$ cat config.mk
export PLATFORM = sky130hd
export DESIGN_NAME = song_beat_sequencer
export DESIGN_NICKNAME = d
export VERILOG_FILES = /design/src/rtl/song_pkg.sv /design/src/rtl/beat_prescaler.sv /design/src/rtl/song_beat_sequencer.sv
export SDC_FILE = /design/constraint.sdc
export NUM_CORES = 1
export LEC_CHECK = 0
export ABC_AREA = 1
export CORE_MARGIN = 1.5
export CORE_UTILIZATION = 47
export CTS_CLUSTER_DIAMETER = 100
export CTS_CLUSTER_SIZE = 24
export DETAILED_ROUTE_END_ITERATION = 8
export GPL_TIMING_DRIVEN = 0
export MAX_ROUTING_LAYER = met4
export PLACE_DENSITY = 0.75
export SETUP_SLACK_MARGIN = 0.4
export SLEW_MARGIN = 20
export SYNTH_ARGS = -nofsm -noshare
export SYNTH_HDL_FRONTEND = slang
export SYNTH_SLANG_ARGS = --single-unit
export TNS_END_PERCENT = 20
$ cat constraint.sdc
create_clock -name CLOCK_50 -period 3.7 [get_ports CLOCK_50]
set_input_delay 0.74 -clock CLOCK_50 [delete_from_list [all_inputs] [get_ports CLOCK_50]]
set_output_delay 0.74 -clock CLOCK_50 [all_outputs]
set_load 0.02 [all_outputs]
$ cat src/rtl/song_pkg.sv
// Shared song sequencing types and constants, also used by the note-lookup players.
package song_pkg;

  typedef enum logic [1:0] {IDLE, PLAY, PAUSE, DONE} state_t;

  // tempo_sel encoding: the beat period is 2*BEAT_CYCLES shifted right by this value.
  localparam logic [1:0] TEMPO_HALF = 2'd0;
  localparam logic [1:0] TEMPO_NOM  = 2'd1;
  localparam logic [1:0] TEMPO_2X   = 2'd2;
  localparam logic [1:0] TEMPO_4X   = 2'd3;

  // Song length and the index that the lookup players treat as silence.
  localparam int SONG_LEN_DEF = 168;
  localparam int END_BEAT_DEF = 168;

endpackage

$ cat src/rtl/beat_prescaler.sv
// Beat prescaler: counts clock cycles within a beat and flags the last cycle.
module beat_prescaler #(
  parameter int CNT_W = 24
) (
  input  logic             CLOCK_50,
  input  logic             reset,
  input  logic             en,
  input  logic             clr,
  input  logic [CNT_W-1:0] period,
  output logic [CNT_W-1:0] count,
  output logic             tick
);

  // tick marks the final cycle of the beat; it only fires while counting.
  assign tick = en && (count == period - CNT_W'(1));

  // Cycle counter: clear wins, otherwise advance and wrap on the final cycle.
  always_ff @(posedge CLOCK_50 or posedge reset) begin
    if (reset)     count <= '0;
    else if (clr)  count <= '0;
    else if (en)   count <= tick ? '0 : count + CNT_W'(1);
  end

endmodule

$ cat src/rtl/song_beat_sequencer.sv
// Song beat sequencer: steps the beat index at a selectable tempo with
// play/pause/stop/loop controls and an end-of-beat articulation mute.
module song_beat_sequencer
  import song_pkg::*;
#(
  parameter int BEAT_CYCLES = 6250000,
  parameter int GAP_CYCLES  = 500000,
  parameter int SONG_LEN    = SONG_LEN_DEF,
  parameter int END_BEAT    = END_BEAT_DEF,
  parameter int CNT_W       = 24
) (
  input  logic       CLOCK_50,
  input  logic       reset,
  input  logic       play,
  input  logic       pause,
  input  logic       stop,
  input  logic       loop_en,
  input  logic [1:0] tempo_sel,
  output logic [7:0] beats,
  output logic       note_mute,
  output logic       beat_tick,
  output logic       playing,
  output logic       done
);

  localparam logic [CNT_W-1:0] BASE = CNT_W'(2 * BEAT_CYCLES);
  localparam logic [CNT_W:0]   GAP  = (CNT_W+1)'(GAP_CYCLES);
  localparam logic [7:0]       LAST = 8'(SONG_LEN - 1);
  localparam logic [7:0]       ENDB = 8'(END_BEAT);

  state_t           state_q, state_n;
  logic [7:0]       beats_n;
  logic [CNT_W-1:0] period_q, period_n, sel_period;
  logic [CNT_W-1:0] count, cnt_n;
  logic             tick_w, tick_n, run, clr, mute_n;

  // Beat period requested by the tempo switches.
  always_comb begin
    sel_period = BASE >> 1;
    case (tempo_sel)
      TEMPO_HALF: sel_period = BASE;
      TEMPO_NOM:  sel_period = BASE >> 1;
      TEMPO_2X:   sel_period = BASE >> 2;
      TEMPO_4X:   sel_period = BASE >> 3;
      default:    sel_period = BASE >> 1;
    endcase
  end

  // Prescaler advances only in PLAY with no competing command this cycle,
  // so a pause/stop landing on the final cycle suppresses the tick.
  assign run = (state_q == PLAY) && !stop && !pause;
  assign clr = ((state_q == IDLE || state_q == DONE) && play) ||
               ((state_q == PLAY || state_q == PAUSE) && stop);

  beat_prescaler #(.CNT_W(CNT_W)) u_prescaler (
    .CLOCK_50 (CLOCK_50),
    .reset    (reset),
    .en       (run),
    .clr      (clr),
    .period   (period_q),
    .count    (count),
    .tick     (tick_w)
  );

  // Next-state, beat index, latched period and tick; stop > pause > play.
  always_comb begin
    state_n  = state_q;
    beats_n  = beats;
    period_n = period_q;
    tick_n   = 1'b0;
    case (state_q)
      IDLE, DONE: begin
        if (play) begin
          state_n  = PLAY;
          beats_n  = 8'd0;
          period_n = sel_period;
        end
      end
      PLAY: begin
        if (stop) begin
          state_n = IDLE;
          beats_n = ENDB;
        end else if (pause) begin
          state_n = PAUSE;
        end else if (tick_w) begin
          tick_n   = 1'b1;
          period_n = sel_period;
          if (beats == LAST) begin
            if (loop_en) begin
              beats_n = 8'd0;
            end else begin
              state_n = DONE;
              beats_n = ENDB;
            end
          end else begin
            beats_n = beats + 8'd1;
          end
        end
      end
      PAUSE: begin
        if (stop) begin
          state_n = IDLE;
          beats_n = ENDB;
        end else if (!pause && play) begin
          state_n = PLAY;
        end
      end
      default: begin
        state_n = IDLE;
        beats_n = ENDB;
      end
    endcase
  end

  // Mirror the prescaler's next value so the mute register lines up with it.
  // The sum form avoids underflow when the period is no longer than the gap.
  always_comb begin
    cnt_n = count;
    if (clr)      cnt_n = '0;
    else if (run) cnt_n = tick_w ? '0 : count + CNT_W'(1);
    mute_n = (state_n != PLAY) || (({1'b0, cnt_n} + GAP) >= {1'b0, period_n});
  end

  // Output and control registers.
  always_ff @(posedge CLOCK_50 or posedge reset) begin
    if (reset) begin
      state_q   <= IDLE;
      beats     <= ENDB;
      period_q  <= BASE >> 1;
      note_mute <= 1'b1;
      beat_tick <= 1'b0;
      playing   <= 1'b0;
      done      <= 1'b0;
    end else begin
      state_q   <= state_n;
      beats     <= beats_n;
      period_q  <= period_n;
      note_mute <= mute_n;
      beat_tick <= tick_n;
      playing   <= (state_n == PLAY);
      done      <= (state_n == DONE);
    end
  end

endmodule
==> results of run 1 <==
-- cells by family after synthesis --
group / count (synthesis) / synth area share [%]
buf+inv: 186 / 11.6
compound gates: 127 / 12.7
flops: 62 / 25.2
xor+xnor: 37 / 5.43
simple gates: 543 / 39.1
fa+ha+maj: 30 / 6.01
-- flip-flops by register name, indices dropped and copies added (netlist names) --
name,count
period_q,24
u_prescaler.count,24
beats,8
state_q,2
beat_tick,1
done,1
note_mute,1
playing,1
-- metrics by stage --
step / util (%) / setup slack (ps) / instances / instance area, sq um
floorplan: - / -49.4 / 985 / 6310
CTS: 58.8 / -503 / 1220 / 7510
global route: 61.2 / -776 / 1234 / 7810
global placement: 52.5 / -1400 / 1175 / 6710
finish: 61.2 / -523 / 1234 / 7810
detailed placement: 52.7 / -1450 / 1176 / 6730
-- routing by layer --
metal	wire length [um]	track usage [%]	up-vias
li1	-	-	3297
met1	8620	38.0	3162
met2	9620	47.8	298
met3	1640	3.72	56
met4	595	9.53	0
met5	0	-	-
-- worst reg2reg max path: cells and delay by family (launching register included) --
kind                       cells  cell delay [ps]
AOI/OAI and AO/OA              6              790
xor gates and xnor gates       2              320
adders and majority gates      3              660
buffers and inverters          4              410
DFF                            1              430
and+or+nand+nor               16             1510
-- worst min-delay path by stage --
stage                             to  depth (start not counted)  slack (ps)                  start
2_1_floorplan  period_q[1]$_DFF_PP0_                          2         480  period_q[1]$_DFF_PP0_
3_3_place_gp    beats[7]$_DFFE_PP1P_                          2         510   beats[7]$_DFFE_PP1P_
3_5_place_dp    beats[7]$_DFFE_PP1P_                          2         530   beats[7]$_DFFE_PP1P_
4_1_cts         beats[7]$_DFFE_PP1P_                          2         520   beats[7]$_DFFE_PP1P_
5_1_grt         beats[7]$_DFFE_PP1P_                          2         530   beats[7]$_DFFE_PP1P_
6_report        beats[7]$_DFFE_PP1P_                          2         520   beats[7]$_DFFE_PP1P_
-- cell type report --
| class | count | area, sq um |
|---|---|---|
| plain buffers | 19 | 115 |
| clock inverters | 4 | 70.1 |
| repair buffers | 59 | 502 |
| clock buffers | 12 | 246 |
| multi-input cells | 739 | 4440 |
| flip-flops and latches | 62 | 1580 |
| well taps | 172 | 215 |
| fillers | 1123 | 4960 |
| inverters | 167 | 642 |
-- repair_timing --
action / CTS / global route
pin swaps: 41 / 33
endpoints found under the setup margin: 1 / 1
resized for setup: 72 / 47
buffers inserted: 27 / 13
cloned: 1 / 1
-- synth_stat cells (all sizes together), types with 2 or more instances --
| cell | count |
|---|---|
| nand2 | 267 |
| inv | 166 |
| nor2 | 149 |
| nand3 | 70 |
| o21ai | 54 |
| dfrtp | 46 |
| a21oi | 35 |
| ha | 30 |
| xor2 | 24 |
| nor3 | 19 |
| dfstp | 16 |
| nand4 | 16 |
| clkbuf | 15 |
| xnor2 | 12 |
| a22oi | 11 |
| nand3b | 9 |
| o211ai | 9 |
| nor4 | 6 |
| a211oi | 5 |
| buf | 4 |
| and2 | 3 |
| a21boi | 2 |
| and3 | 2 |
| nor3b | 2 |
| o22ai | 2 |
-- power breakdown --
group	switching, mW	total [mW]	internal, mW
clock	0.310	0.916	0.606
sequential	0.317	1.23	0.916
combinational	2.05	3.27	1.22
total	2.68	5.42	2.74
-- cell usage in the layout (no fill, tap or decap), types with 4 or more instances in the layout --
master / instances
nand2_1: 236
inv_1: 147
nor2_1: 110
nand3_1: 60
dfrtp_1: 39
buf_4: 39
a21oi_1: 29
o21ai_0: 26
nand2_2: 24
o21ai_1: 23
ha_1: 23
nor2_4: 22
nor2_2: 18
xor2_1: 18
nor3_1: 16
dfstp_2: 16
clkdlybuf4s50_1: 16
inv_2: 15
nand4_1: 15
clkbuf_1: 14
xnor2_1: 12
nand3b_1: 9
nand3_2: 9
a22oi_2: 9
o211ai_1: 9
clkbuf_16: 9
dfrtp_2: 7
nand2_4: 6
ha_4: 6
a21oi_2: 5
xor2_2: 5
inv_4: 4
o21ai_2: 4
nor4_1: 4
a211oi_1: 4
==> impl_metrics.py, run 1 <==
metrics = {
    "logic_synthesis": {
        "ys_async_sr_fraction_pct": 100,
        "ys_ff_latch": 62,
        "syn_inst": 985,
        "ys_types": 54,
        "ys_top_cells_by_area": "dfrtp_1 (18%), nand2_1 (15%), inv_1 (9.2%)",
        "synth_top_cell_area_share_pct": 18.4,
        "synth_area_per_cell_sq_um": 6.34,
        "synth_seq_area_share_pct": 25.2,
        "synth_fp_nets": 1023,
        "synth_warnings": 0,
        "synth_ff_type": "dfrtp_1",
        "synth_edf_count": 0,
        "synth_top_area_cell": "dfrtp_1",
        "syn-cell-area_sq_mm": 0.00625,
    },
    "run_status": {
        "violations": "setup timing",
        "status": "finished, violations left",
    },
    "worst_setup_path": {
        "rr_startpoint": "period_q[1]$_DFF_PP0_",
        "crit_cells": 31,
        "r2r-end": "note_mute$_DFF_PP1_",
        "endpoint_kind": "flip-flop",
        "crit_top_cell": "nand2_1",
        "endpoint": "note_mute$_DFF_PP1_",
        "arrival_ps": 4490,
        "r2r_slack_ps": -520,
        "worstSetupPathType": "flip-flop to flip-flop",
        "critPathLaunchType": "flip-flop",
        "startpoint": "period_q[1]$_DFF_PP0_",
        "path_max_fanout": 6,
        "cpPeakStageDelay_ps": 430,
        "r2r_cells": 31,
        "crit_required_ps": 3970,
        "cp_slowest_cell": "dfrtp_1",
        "cp_num_buf_inv": 4,
        "crit_family": "simple AND/OR/NAND/NOR gates",
    },
    "drt": {
        "detail-route-antenna-nets": 0,
        "routed_wl_um": 20500,
        "vias_per_cell": 5.52,
        "wire_per_inst_um": 16.6,
        "first_pass_iters": 6,
        "via_count": 6813,
        "initialDrtViolationCount": 729,
        "remaining_drc_errors": 0,
    },
    "global_route": {
        "globalRoute.totalOverflow": 0,
        "grt_pass1_wl_um": 31800,
        "grt_use_total_pct": 29.4,
        "antenna_found_initial": 0,
        "grt_pass1_vias": 6296,
        "grt_max_degree": 44,
    },
    "clock_tree": {
        "path_clk_slew_ps": 50,
        "cts_sinks": 62,
        "cts_made_buffers": 9,
        "cts_buffer_depth": 2,
        "ctsRootBufferMaster": "clkbuf_16",
        "postCtsHoldBufs": 0,
        "cts_tree": "built",
        "clkLatencyLatePin_ps": 340,
        "htree_levels": 3,
    },
    "power_and_ir_drop": {
        "p_leak_nw": 3.75,
        "ir_worst_vdd_mv": 0.669,
        "finalPower_mw": 5.42,
        "power_density_mw_per_mm2": 694,
    },
    "placed_design": {
        "portBuffers": 18,
        "hpwl_um": 15200,
        "gp_congestion": 1.01,
    },
    "sta": {
        "timing.final.ws_setup_ps": -523,
        "slew_headroom_pct": 46.7,
        "worstMarginPinSlew_ps": 793,
        "setup_tns_ps": -523,
        "finalCritPeriodShare_pct": 114,
        "final_hold_viol_count": 0,
        "rsz0062_at_grt": "true",
        "final_max_slew_viol_count": 0,
        "whs_ps": 524,
        "max_clock_freq_mhz": 237,
        "setup_viol": 1,
        "period_minus_slack_ps": 4220,
        "fin_skew_ps": 8.75,
    },
    "floorplanning": {
        "die_area_sq_mm": 0.0140,
        "fp-row-count": 41,
        "start_util_pct": 48.9,
        "core_area_sq_mm": 0.0128,
        "die_y_um": 118,
        "dieWidth_um": 118,
        "io_pins": 20,
    },
    "flow_run": {
        "drv_cap": 0,
    },
    "worst_hold_path": {
        "hp-class": "flip-flop to flip-flop",
    },
    "finish": {
        "fin_nets": 1095,
        "area_delta_synth_final_pct": 25.1,
        "antenna_cells": 0,
        "drive_gt1_share_pct": 21.8,
    },
}
No activity file was read; power rests on OpenSTA's default activity.
==> run 2: changes to the inputs <==
--- a/config.mk
+++ b/config.mk
@@ -8,9 +8,10 @@
 export ABC_AREA = 1
 export CORE_MARGIN = 1.5
 export CORE_UTILIZATION = 47
-export CTS_CLUSTER_DIAMETER = 100
+export CTS_CLUSTER_DIAMETER = 40
 export CTS_CLUSTER_SIZE = 24
 export DETAILED_ROUTE_END_ITERATION = 8
+export GPL_ROUTABILITY_DRIVEN = 0
 export GPL_TIMING_DRIVEN = 0
 export MAX_ROUTING_LAYER = met4
 export PLACE_DENSITY = 0.75
==> run 2 against run 1 <==
  * The flow still finishes with violations (setup timing)
  * Cell area grew 3.2%
  * Flip-flop and latch count is the same
  * First-iteration DRC count grew 3.3%
  * Global-route usage grew 1.0 points
  * Register-to-register slack gained 30 ps
  * Core utilization grew 2.0 points
  * Critical path depth shrank 1
  * Non-clock buffer count grew 19
  * Combinational power grew 11%
  * Sequential share of layout area shrank 0.66 points
  * Clock power grew 2%
  * Hold slack lost 1.9 ps
  * Largest cell class unchanged
  * Largest power group unchanged
==> impl_metrics.py, run 2 (synthesis results as in run 1) <==
metrics = {
    "sta": {
        "timing.final.ws_setup_ps": -496,
        "fin_skew_ps": 5.55,
        "setup_viol": 1,
        "final_hold_viol_count": 0,
        "worstMarginPinSlew_ps": 790,
        "whs_ps": 522,
        "max_clock_freq_mhz": 238,
        "slew_headroom_pct": 46.9,
        "period_minus_slack_ps": 4200,
        "finalCritPeriodShare_pct": 113,
        "rsz0062_at_grt": "true",
        "final_max_slew_viol_count": 0,
    },
    "power_and_ir_drop": {
        "p_leak_nw": 3.88,
        "finalPower_mw": 5.78,
        "ir_worst_vdd_mv": 0.533,
        "power_density_mw_per_mm2": 717,
    },
    "run_status": {
        "status": "finished, violations left",
        "violations": "setup timing",
    },
    "drt": {
        "detail-route-antenna-nets": 0,
        "routed_wl_um": 21000,
        "vias_per_cell": 5.58,
        "remaining_drc_errors": 0,
        "via_count": 6982,
        "first_pass_iters": 6,
        "initialDrtViolationCount": 753,
        "wire_per_inst_um": 16.8,
    },
    "global_route": {
        "grt_use_total_pct": 30.4,
        "use_met2_pct": 48.6,
        "antenna_found_initial": 0,
        "gr-usage-met3_pct": 4.78,
        "gr-usage-met1_pct": 38.6,
        "grt_pass1_wl_um": 32900,
        "grt-busiest-layer": "met2",
        "grt_pass1_vias": 6554,
        "grt_max_degree": 44,
        "globalRoute.totalOverflow": 0,
    },
    "worst_setup_path": {
        "endpoint_kind": "flip-flop",
        "rr_startpoint": "period_q[4]$_DFF_PP1_",
        "crit_top_cell": "nand2_1",
        "path_max_fanout": 5,
        "critPathLaunchType": "flip-flop",
        "arrival_ps": 4470,
        "r2r_slack_ps": -500,
        "cpPeakStageDelay_ps": 390,
        "cp_slowest_cell": "dfstp_2",
        "worstSetupPathType": "flip-flop to flip-flop",
        "r2r_cells": 30,
        "r2r-end": "note_mute$_DFF_PP1_",
        "crit_required_ps": 3970,
    },
    "clock_tree": {
        "path_clk_slew_ps": 60,
        "clkLatencyLatePin_ps": 340,
        "ctsRootBufferMaster": "clkbuf_16",
        "cts_sinks": 62,
        "cts_made_buffers": 9,
        "htree_levels": 3,
        "postCtsHoldBufs": 0,
        "cts_buffer_depth": 2,
        "cts_tree": "built",
    },
    "finish": {
        "fin_nets": 1113,
        "largest_registers": "period_q (24), u_prescaler.count (24), beats (8)",
        "layout.cells.non_filler": 1252,
        "final_common_cell": "nand2_1",
        "layout_common_cells": "nand2_1 (236), inv_1 (147), nor2_1 (104)",
        "fill_cells": 1049,
        "area_delta_synth_final_pct": 29.1,
        "fin_util_pct": 63.2,
        "antenna_cells": 0,
        "drive_gt1_share_pct": 24.3,
    },
    "placed_design": {
        "hpwl_um": 14900,
        "portBuffers": 18,
        "placedCellCount": 1176,
        "dpl_worst_slack_ps": -1390,
    },
    "floorplanning": {
        "io_pins": 20,
        "start_util_pct": 48.9,
        "die_y_um": 118,
        "core_area_sq_mm": 0.0128,
        "dieWidth_um": 118,
        "fp-row-count": 41,
        "die_area_sq_mm": 0.0140,
    },
    "worst_hold_path": {
        "worstHoldStart": "beats[7]$_DFFE_PP1P_",
        "holdPathEnd": "beats[7]$_DFFE_PP1P_",
        "hp-class": "flip-flop to flip-flop",
        "hold_depth": 2,
    },
    "flow_run": {
        "drv_cap": 0,
    },
}
-- run 2: layout make-up --
cell class                      instances  area, sq um  share of cell area [%]
Inverter                              167          644                    7.99
Tap cell                              172          215                    2.67
Timing Repair Buffer                   78          657                    8.14
Multi-Input combinational cell        738         4530                    56.2
Clock inverter                          6         85.1                    1.05
Clock buffer                           10          239                    2.96
Buffer                                 19          114                    1.41
Sequential cell                        62         1580                    19.6
-- run 2: power by group --
| part | leakage (nW) | switching (mW) | internal, mW |
|---|---|---|---|
| clock network | 0.154 | 0.327 | 0.605 |
| registers | 0.786 | 0.299 | 0.914 |
| logic | 2.94 | 2.21 | 1.43 |
| total | 3.88 | 2.83 | 2.95 |
-- run 2: metrics by stage --
| stage | setup TNS (ps) | instance area (sq um) |
|---|---|---|
| global placement | -1400 | 6710 |
| floorplan | -49.4 | 6310 |
| global route | -781 | 8070 |
| finish | -496 | 8070 |
| detailed placement | -1390 | 6730 |
| CTS | -411 | 7700 |
-- run 2: repair_timing --
| item | in CTS | in global routing |
|---|---|---|
| endpoints found under the hold margin | 0 | 0 |
| pin swaps | 48 | 44 |
| setup endpoints to repair | 1 | 1 |
| buffers inserted | 45 | 14 |
| cloned | 1 | 0 |
| gates resized for setup | 83 | 58 |
-- run 2: how the worst max path moves through the flow --
stage                                startpoint                   to  slack [ps]
after floorplan           period_q[0]$_DFF_PP0_  note_mute$_DFF_PP1_         -50
after global placement                     stop  note_mute$_DFF_PP1_       -1400
after detailed placement                   stop  note_mute$_DFF_PP1_       -1390
after CTS                 period_q[0]$_DFF_PP0_  note_mute$_DFF_PP1_        -410
after global routing      period_q[4]$_DFF_PP1_  note_mute$_DFF_PP1_        -780
final                     period_q[4]$_DFF_PP1_  note_mute$_DFF_PP1_        -500
-- run 2: worst max-delay path, delay by kind of cell, from the launching register on --
kind	cells	cell delay, ps
xor gates and xnor gates	1	170
buffers and inverters	3	450
and+or+nand+nor	19	1760
AOI/OAI and AO/OA	5	940
DFF	1	390
adders and majority gates	2	380
-- run 2: layer usage --
layer / up-vias / share of wire [%]
li1: 3335 / -
met1: 3208 / 41
met2: 360 / 46
met3: 79 / 9.2
met4: 0 / 4.0
met5: - / 0
